## config.mk

```make
export PLATFORM = sky130hd
export DESIGN_NAME = measurement_frame_packer
export DESIGN_NICKNAME = d
export VERILOG_FILES = /design/src/rtl/measurement_frame_packer.sv
export SDC_FILE = /design/constraint.sdc
export NUM_CORES = 1
export LEC_CHECK = 0
export BUFFER_PORTS_ARGS = -buffer_cell sky130_fd_sc_hd__buf_2
export CAP_MARGIN = 20
export CELL_PAD_IN_SITES_DETAIL_PLACEMENT = 1
export CELL_PAD_IN_SITES_GLOBAL_PLACEMENT = 1
export CORE_ASPECT_RATIO = 1.75
export CORE_MARGIN = 8
export CORE_UTILIZATION = 37
export CTS_CLUSTER_DIAMETER = 150
export DETAILED_ROUTE_END_ITERATION = 6
export PLACE_DENSITY = 0.76
export RECOVER_POWER = 25
export SYNTH_ARGS = -nofsm -noshare
export SYNTH_HDL_FRONTEND = slang
export SYNTH_SLANG_ARGS = --single-unit
```

## constraint.sdc

```tcl
create_clock -name clk -period 1.96 [get_ports clk]
set_clock_uncertainty 0.05 [all_clocks]
set_input_delay 0.196 -clock clk [delete_from_list [all_inputs] [get_ports clk]]
set_output_delay 0.196 -clock clk [all_outputs]
set_load 0.05 [all_outputs]
```

## src/rtl/measurement_frame_packer.sv

```systemverilog
// Serialises single-round syndrome words into framed bytes on an 8-bit valid/ready stream:
// one START byte after reset, then per frame a header byte followed by zero-padded round bytes.
module measurement_frame_packer #(
  parameter int unsigned GRID_WIDTH_X            = 4,
  parameter int unsigned GRID_WIDTH_Z            = 1,
  parameter int unsigned MEASUREMENT_ROUNDS      = 2,
  parameter logic [7:0]  START_DECODING_MSG      = 8'h01,
  parameter logic [7:0]  MEASUREMENT_DATA_HEADER = 8'h02
) (
  input  logic                                 clk,
  input  logic                                 reset,
  input  logic [GRID_WIDTH_X*GRID_WIDTH_Z-1:0] round_data,
  input  logic                                 round_valid,
  output logic                                 round_ready,
  output logic [7:0]                           output_data,
  output logic                                 output_valid,
  input  logic                                 output_ready,
  output logic                                 busy,
  output logic [15:0]                          frame_count
);

  localparam int unsigned PU_PER_ROUND    = GRID_WIDTH_X * GRID_WIDTH_Z;
  localparam int unsigned BYTES_PER_ROUND = (PU_PER_ROUND + 7) >> 3;
  localparam int unsigned PAD_W           = BYTES_PER_ROUND * 8;
  localparam int unsigned BW = (BYTES_PER_ROUND > 1) ? $clog2(BYTES_PER_ROUND) : 1;
  localparam int unsigned RW = (MEASUREMENT_ROUNDS > 1) ? $clog2(MEASUREMENT_ROUNDS) : 1;
  localparam logic [BW-1:0] LAST_BYTE  = BW'(BYTES_PER_ROUND - 1);
  localparam logic [RW-1:0] LAST_ROUND = RW'(MEASUREMENT_ROUNDS - 1);

  typedef enum logic [1:0] {
    S_START,
    S_IDLE,
    S_HEADER,
    S_PAYLOAD
  } state_t;

  state_t                  r_state;
  state_t                  w_state_nxt;
  logic                    r_out_valid;
  logic [7:0]              r_out_data;
  logic                    r_full;
  logic [PU_PER_ROUND-1:0] r_buf;
  logic [BW-1:0]           r_byte_idx;
  logic [RW-1:0]           r_rnd_idx;
  logic [15:0]             r_frame_cnt;

  logic                    w_xfer;
  logic                    w_last_byte;
  logic                    w_last_round;
  logic                    w_round_done;
  logic                    w_frame_done;
  logic                    w_round_ready;
  logic                    w_accept;
  logic                    w_full_nxt;
  logic [BW-1:0]           w_byte_nxt;
  logic [RW-1:0]           w_rnd_nxt;
  logic                    w_valid_nxt;
  logic [7:0]              w_data_nxt;
  logic [PAD_W-1:0]        w_buf_pad;
  logic [PAD_W-1:0]        w_new_pad;

  function automatic logic [7:0] pick_byte(input logic [PAD_W-1:0] v, input logic [BW-1:0] idx);
    logic [7:0] b;
    b = '0;
    for (int unsigned k = 0; k < BYTES_PER_ROUND; k++) begin
      if (idx == BW'(k)) b = v[8*k +: 8];
    end
    return b;
  endfunction

  always_comb begin
    w_buf_pad                   = '0;
    w_buf_pad[PU_PER_ROUND-1:0] = r_buf;
    w_new_pad                   = '0;
    w_new_pad[PU_PER_ROUND-1:0] = round_data;
  end

  always_comb begin
    w_xfer        = r_out_valid & output_ready;
    w_last_byte   = (r_byte_idx == LAST_BYTE);
    w_last_round  = (r_rnd_idx == LAST_ROUND);
    w_round_done  = (r_state == S_PAYLOAD) & w_xfer & w_last_byte;
    w_frame_done  = w_round_done & w_last_round;
    // The buffer may reload on the same edge its last byte leaves, so ready looks ahead one transfer.
    w_round_ready = (r_state != S_START) & (~r_full | w_round_done);
    w_accept      = round_valid & w_round_ready;
    w_full_nxt    = w_accept | (r_full & ~w_round_done);
  end

  always_ff @(posedge clk or negedge reset) begin
    if (!reset) begin
      r_state     <= S_START;
      r_out_valid <= 1'b0;
      r_out_data  <= '0;
      r_full      <= 1'b0;
      r_buf       <= '0;
      r_byte_idx  <= '0;
      r_rnd_idx   <= '0;
      r_frame_cnt <= '0;
    end else begin
      r_state     <= w_state_nxt;
      r_out_valid <= w_valid_nxt;
      r_out_data  <= w_data_nxt;
      r_full      <= w_full_nxt;
      r_byte_idx  <= w_byte_nxt;
      r_rnd_idx   <= w_rnd_nxt;
      if (w_accept)     r_buf       <= round_data;
      if (w_frame_done) r_frame_cnt <= r_frame_cnt + 16'd1;
    end
  end

  always_comb begin
    w_state_nxt = r_state;
    w_byte_nxt  = r_byte_idx;
    w_rnd_nxt   = r_rnd_idx;
    case (r_state)
      S_START:  if (w_xfer) w_state_nxt = S_IDLE;
      S_IDLE:   if (r_full) w_state_nxt = S_HEADER;
      S_HEADER: begin
        if (w_xfer) begin
          w_state_nxt = S_PAYLOAD;
          w_byte_nxt  = '0;
          w_rnd_nxt   = '0;
        end
      end
      S_PAYLOAD: begin
        if (w_xfer) begin
          if (w_last_byte) begin
            w_byte_nxt = '0;
            if (w_last_round) begin
              w_rnd_nxt   = '0;
              w_state_nxt = S_IDLE;
            end else begin
              w_rnd_nxt = r_rnd_idx + 1'b1;
            end
          end else begin
            w_byte_nxt = r_byte_idx + 1'b1;
          end
        end
      end
      default: w_state_nxt = S_START;
    endcase
  end

  // Next contents of the registered output byte; holds while a valid byte waits for ready.
  always_comb begin
    w_valid_nxt = r_out_valid;
    w_data_nxt  = r_out_data;
    case (r_state)
      S_START: begin
        if (w_xfer) begin
          w_valid_nxt = 1'b0;
        end else begin
          w_valid_nxt = 1'b1;
          w_data_nxt  = START_DECODING_MSG;
        end
      end
      S_IDLE: begin
        if (r_full) begin
          w_valid_nxt = 1'b1;
          w_data_nxt  = MEASUREMENT_DATA_HEADER;
        end else begin
          w_valid_nxt = 1'b0;
        end
      end
      S_HEADER: begin
        if (w_xfer) begin
          w_valid_nxt = 1'b1;
          w_data_nxt  = pick_byte(w_buf_pad, w_byte_nxt);
        end
      end
      S_PAYLOAD: begin
        if (w_xfer) begin
          if (!w_last_byte) begin
            w_valid_nxt = 1'b1;
            w_data_nxt  = pick_byte(w_buf_pad, w_byte_nxt);
          end else if (w_last_round) begin
            w_valid_nxt = 1'b0;
          end else if (w_accept) begin
            w_valid_nxt = 1'b1;
            w_data_nxt  = pick_byte(w_new_pad, '0);
          end else begin
            w_valid_nxt = 1'b0;
          end
        end else if (!r_out_valid && r_full) begin
          w_valid_nxt = 1'b1;
          w_data_nxt  = pick_byte(w_buf_pad, r_byte_idx);
        end
      end
      default: w_valid_nxt = 1'b0;
    endcase
  end

  always_comb begin
    round_ready  = w_round_ready;
    output_valid = r_out_valid;
    output_data  = r_out_data;
    busy         = (r_state == S_HEADER) || (r_state == S_PAYLOAD);
    frame_count  = r_frame_cnt;
  end

endmodule

```

==> impl_metrics.tcl <==
set metrics [dict create \
    status "completed" \
    io_pins 35 \
    finalMaxSlewViolations 0 \
    regArea_um2 754 \
    final_common_cell "dfrtp_1" \
    grt_pass1_wl_mm 7.27 \
    p_switching_mw 1.33 \
    cts_tree "yes" \
    dp_cells 232 \
    antenna_cells 0 \
    fin_area_um2 2040 \
    grt_max_degree 31 \
    area_growth_pct 27.4 \
    power.total_mw 3.07 \
    dr_total_vias 1318 \
    rsz0062_at_grt "true" \
    port-buffer-count 30 \
    p_leak_nw 1.00 \
    layout_min_cycle_time_ns 1.96 \
    most-common-layout-cells "dfrtp_1 (27), buf_2 (25), buf_4 (11)" \
    grt_pass1_vias 1497 \
    slowest_delay_ns 0.45 \
    die_area_um2 6780 \
    vias_per_cell 5.40 \
    placed_area_um2 1860 \
    clk_pin_slew_ns 0.06 \
    cts.sinks 30 \
    vdd_drop_max_uv 756 \
    worstSetupPathType "reg2reg" \
    synthSimpleGateAreaFrac 0.193 \
    synthFlopType "dfrtp_1" \
    die_width_um 65.8 \
    clkPwrFrac 0.168 \
    first_pass_iters 5 \
    layout.nets 208 \
    grt_use_total 0.140 \
    num-fill-cells 469 \
    fin_crit_sh 0.998 \
    core-area_um2 4150 \
    wl_per_cell_um 17.8 \
    setup_violations 0 \
    cts-buffers-inserted 5 \
    synthMuxAreaShare 0.0671 \
    multi_input_area_um2 837 \
    antenna_left 0 \
    final_cells 244 \
    max_clock_freq_ghz 0.511 \
    synthesis.area_um2 1600 \
    synth_enable_flop_cells 0 \
    antenna_found_initial 0 \
    die_height_um 103 \
    ys.warnings.count 0 \
    crit_path_max_fanout 6 \
    drc 0 \
    drtIter0Drc 53 \
    clock_path_buffers 2 \
    power_density_nw_per_um2 1500 \
    setup_tns_ns 0 \
    root_buffer "clkbuf_8" \
    pwr-share-comb 0.525 \
    wl_mm 4.34 \
    clk_latency_ns 0.28 \
    rows 31 \
    cap_violations 0 \
    worst_slew_pin_slew_ns 0.774 \
    avgSynthCellArea_um2 10.9 \
    p_sw_frac 0.434 \
    worstHoldPathType "in2reg" \
    grt-ovfl-total 0 \
    slew_headroom 0.484 \
    final_hold_viol_count 0 \
    internal-power_mw 1.74 \
    yosys.cell_types.count 42 \
    crit_required_ns 2.08 \
    start_kind "flip-flop" \
    hpwl_mm 3.25 \
    worstPathArrival_ns 2.08 \
    netlist_instances 147 \
    yosys_register_bits 30 \
    initial_core_util 0.386 \
    critPathCaptureType "flip-flop" \
    drive_gt1_frac 0.369 \
    worstPathCellList "ha_4 -> buf_12 -> nor3_1 -> a21oi_1 -> a221oi_4 -> mux2_2" \
    htreeDepth 2 \
    place_ws_ns -0.0432 \
    synthAdderAreaFrac 0.0468 \
    yosysSeqAreaShare 0.468 \
    yosys-top-cells-area "dfrtp_1 (47%), xnor2_1 (4.9%), ha_1 (4.7%)" \
    synth-async-reset-ratio 1.00 \
    synth_top_area_cell "dfrtp_1" \
    p_seq_frac 0.307 \
    synth_compound_area_frac 0.0952 \
    synth-xor-area-share 0.0819 \
    synth_top_family_by_area "simple AND/OR/NAND/NOR gates" \
    synth_top_area_share 0.468 \
    globalplace.congestion 0.884 \
    setup_slack_ns 0.00407 \
    cp_slowest_cell "dfrtp_2" \
]
cells in the mapped netlist, drive strengths merged, types with 5 or more instances:
cell type and instances:
xor2 6, xnor2 9, dfrtp 30, a21oi 7, inv 9, nor3b 5, ha 6, buf 5
mux2 6, nand2 8, nor3 5, nor2 7
power by group through the flow:
stage | registers (mW) | logic [mW] | clock network [mW]
after floorplan | 1.11 | 0.800 | 0
after global placement | 0.909 | 1.37 | 0
after detailed placement | 0.931 | 1.42 | 0
after CTS | 0.925 | 1.47 | 0.532
after global routing | 0.964 | 1.74 | 0.561
final | 0.942 | 1.61 | 0.516
metal layers:
metal | share of wire | global-route usage | vias to the layer above | wire length, um
li1 | - | - | 603 | -
met1 | 0.36 | 0.139 | 652 | 1570
met2 | 0.53 | 0.247 | 46 | 2320
met3 | 0.058 | 0.0370 | 17 | 252
met4 | 0.045 | 0.0929 | 0 | 195
met5 | 0 | 0 | - | 0
state kept, by name (all words and copies together), names as in the netlist:
register / flops
r_byte_idx: 1
output_valid: 1
r_rnd_idx: 1
frame_count: 16
r_state: 2
r_buf: 4
r_full: 1
output_data: 4
cells by family (layout without fill, tap and decap cells):
logic type	Yosys count	after routing
AND/OR/NAND/NOR	49	49
flip-flops	30	30
AO/OA/AOI/OAI	21	21
XOR/XNOR	15	15
buffers and inverters	15	60
multiplexers	10	10
adder cells (fa/ha/maj)	6	6
other	1	4
critical path, delay by kind of cell, from the launching register on:
| kind | cells | cell delay (ns) |
|---|---|---|
| simple gates | 1 | 0.21 |
| buf+inv | 1 | 0.13 |
| compound gates | 2 | 0.42 |
| fa+ha+maj | 1 | 0.21 |
| flops | 1 | 0.45 |
| mux | 1 | 0.37 |
layout make-up:
cell class,instances,area share
inverters,9,0.0165
clock inverters,1,0.00245
multi-input cells,105,0.410
well taps,49,0.0300
repair buffers,43,0.130
flip-flops and latches,30,0.369
clock buffers,7,0.0423
per-stage QoR:
step / hold WS (ns) / util
after floorplan: -0.150 / -
after global routing: 0.120 / 0.492
final: 0.116 / 0.492
after global placement: 0.211 / 0.447
after detailed placement: 0.237 / 0.447
after CTS: 0.111 / 0.476
what timing repair did:
item | 4_1_cts | 5_1_grt
gates resized for setup | 5 | 11
endpoints found under the setup margin | 7 | 12
endpoints found under the hold margin | 30 | 0
buffers inserted | 0 | 3
hold buffers | 1 | 0
pin swaps | 0 | 2
worst paths after layout:
path | slack, ns | depth (start not counted) | to | from
setup / recovery | 0.004 | 6 | output_data[0]$_DFFE_PN0P_ | r_state[1]$_DFFE_PN0P_
hold / removal | 0.12 | 2 | r_buf[2]$_DFFE_PN0P_ | round_data[2]
setup reg to reg | 0.004 | 6 | output_data[0]$_DFFE_PN0P_ | r_state[1]$_DFFE_PN0P_
hold reg to reg | 0.44 | 1 | frame_count[15]$_DFFE_PN0P_ | frame_count[15]$_DFFE_PN0P_
max in group asynchronous | 0.85 | 2 | r_state[0]$_DFFE_PN0P_ | reset
min in group asynchronous | 0.47 | 2 | frame_count[4]$_DFFE_PN0P_ | reset
No activity file was read; power rests on OpenSTA's default activity.
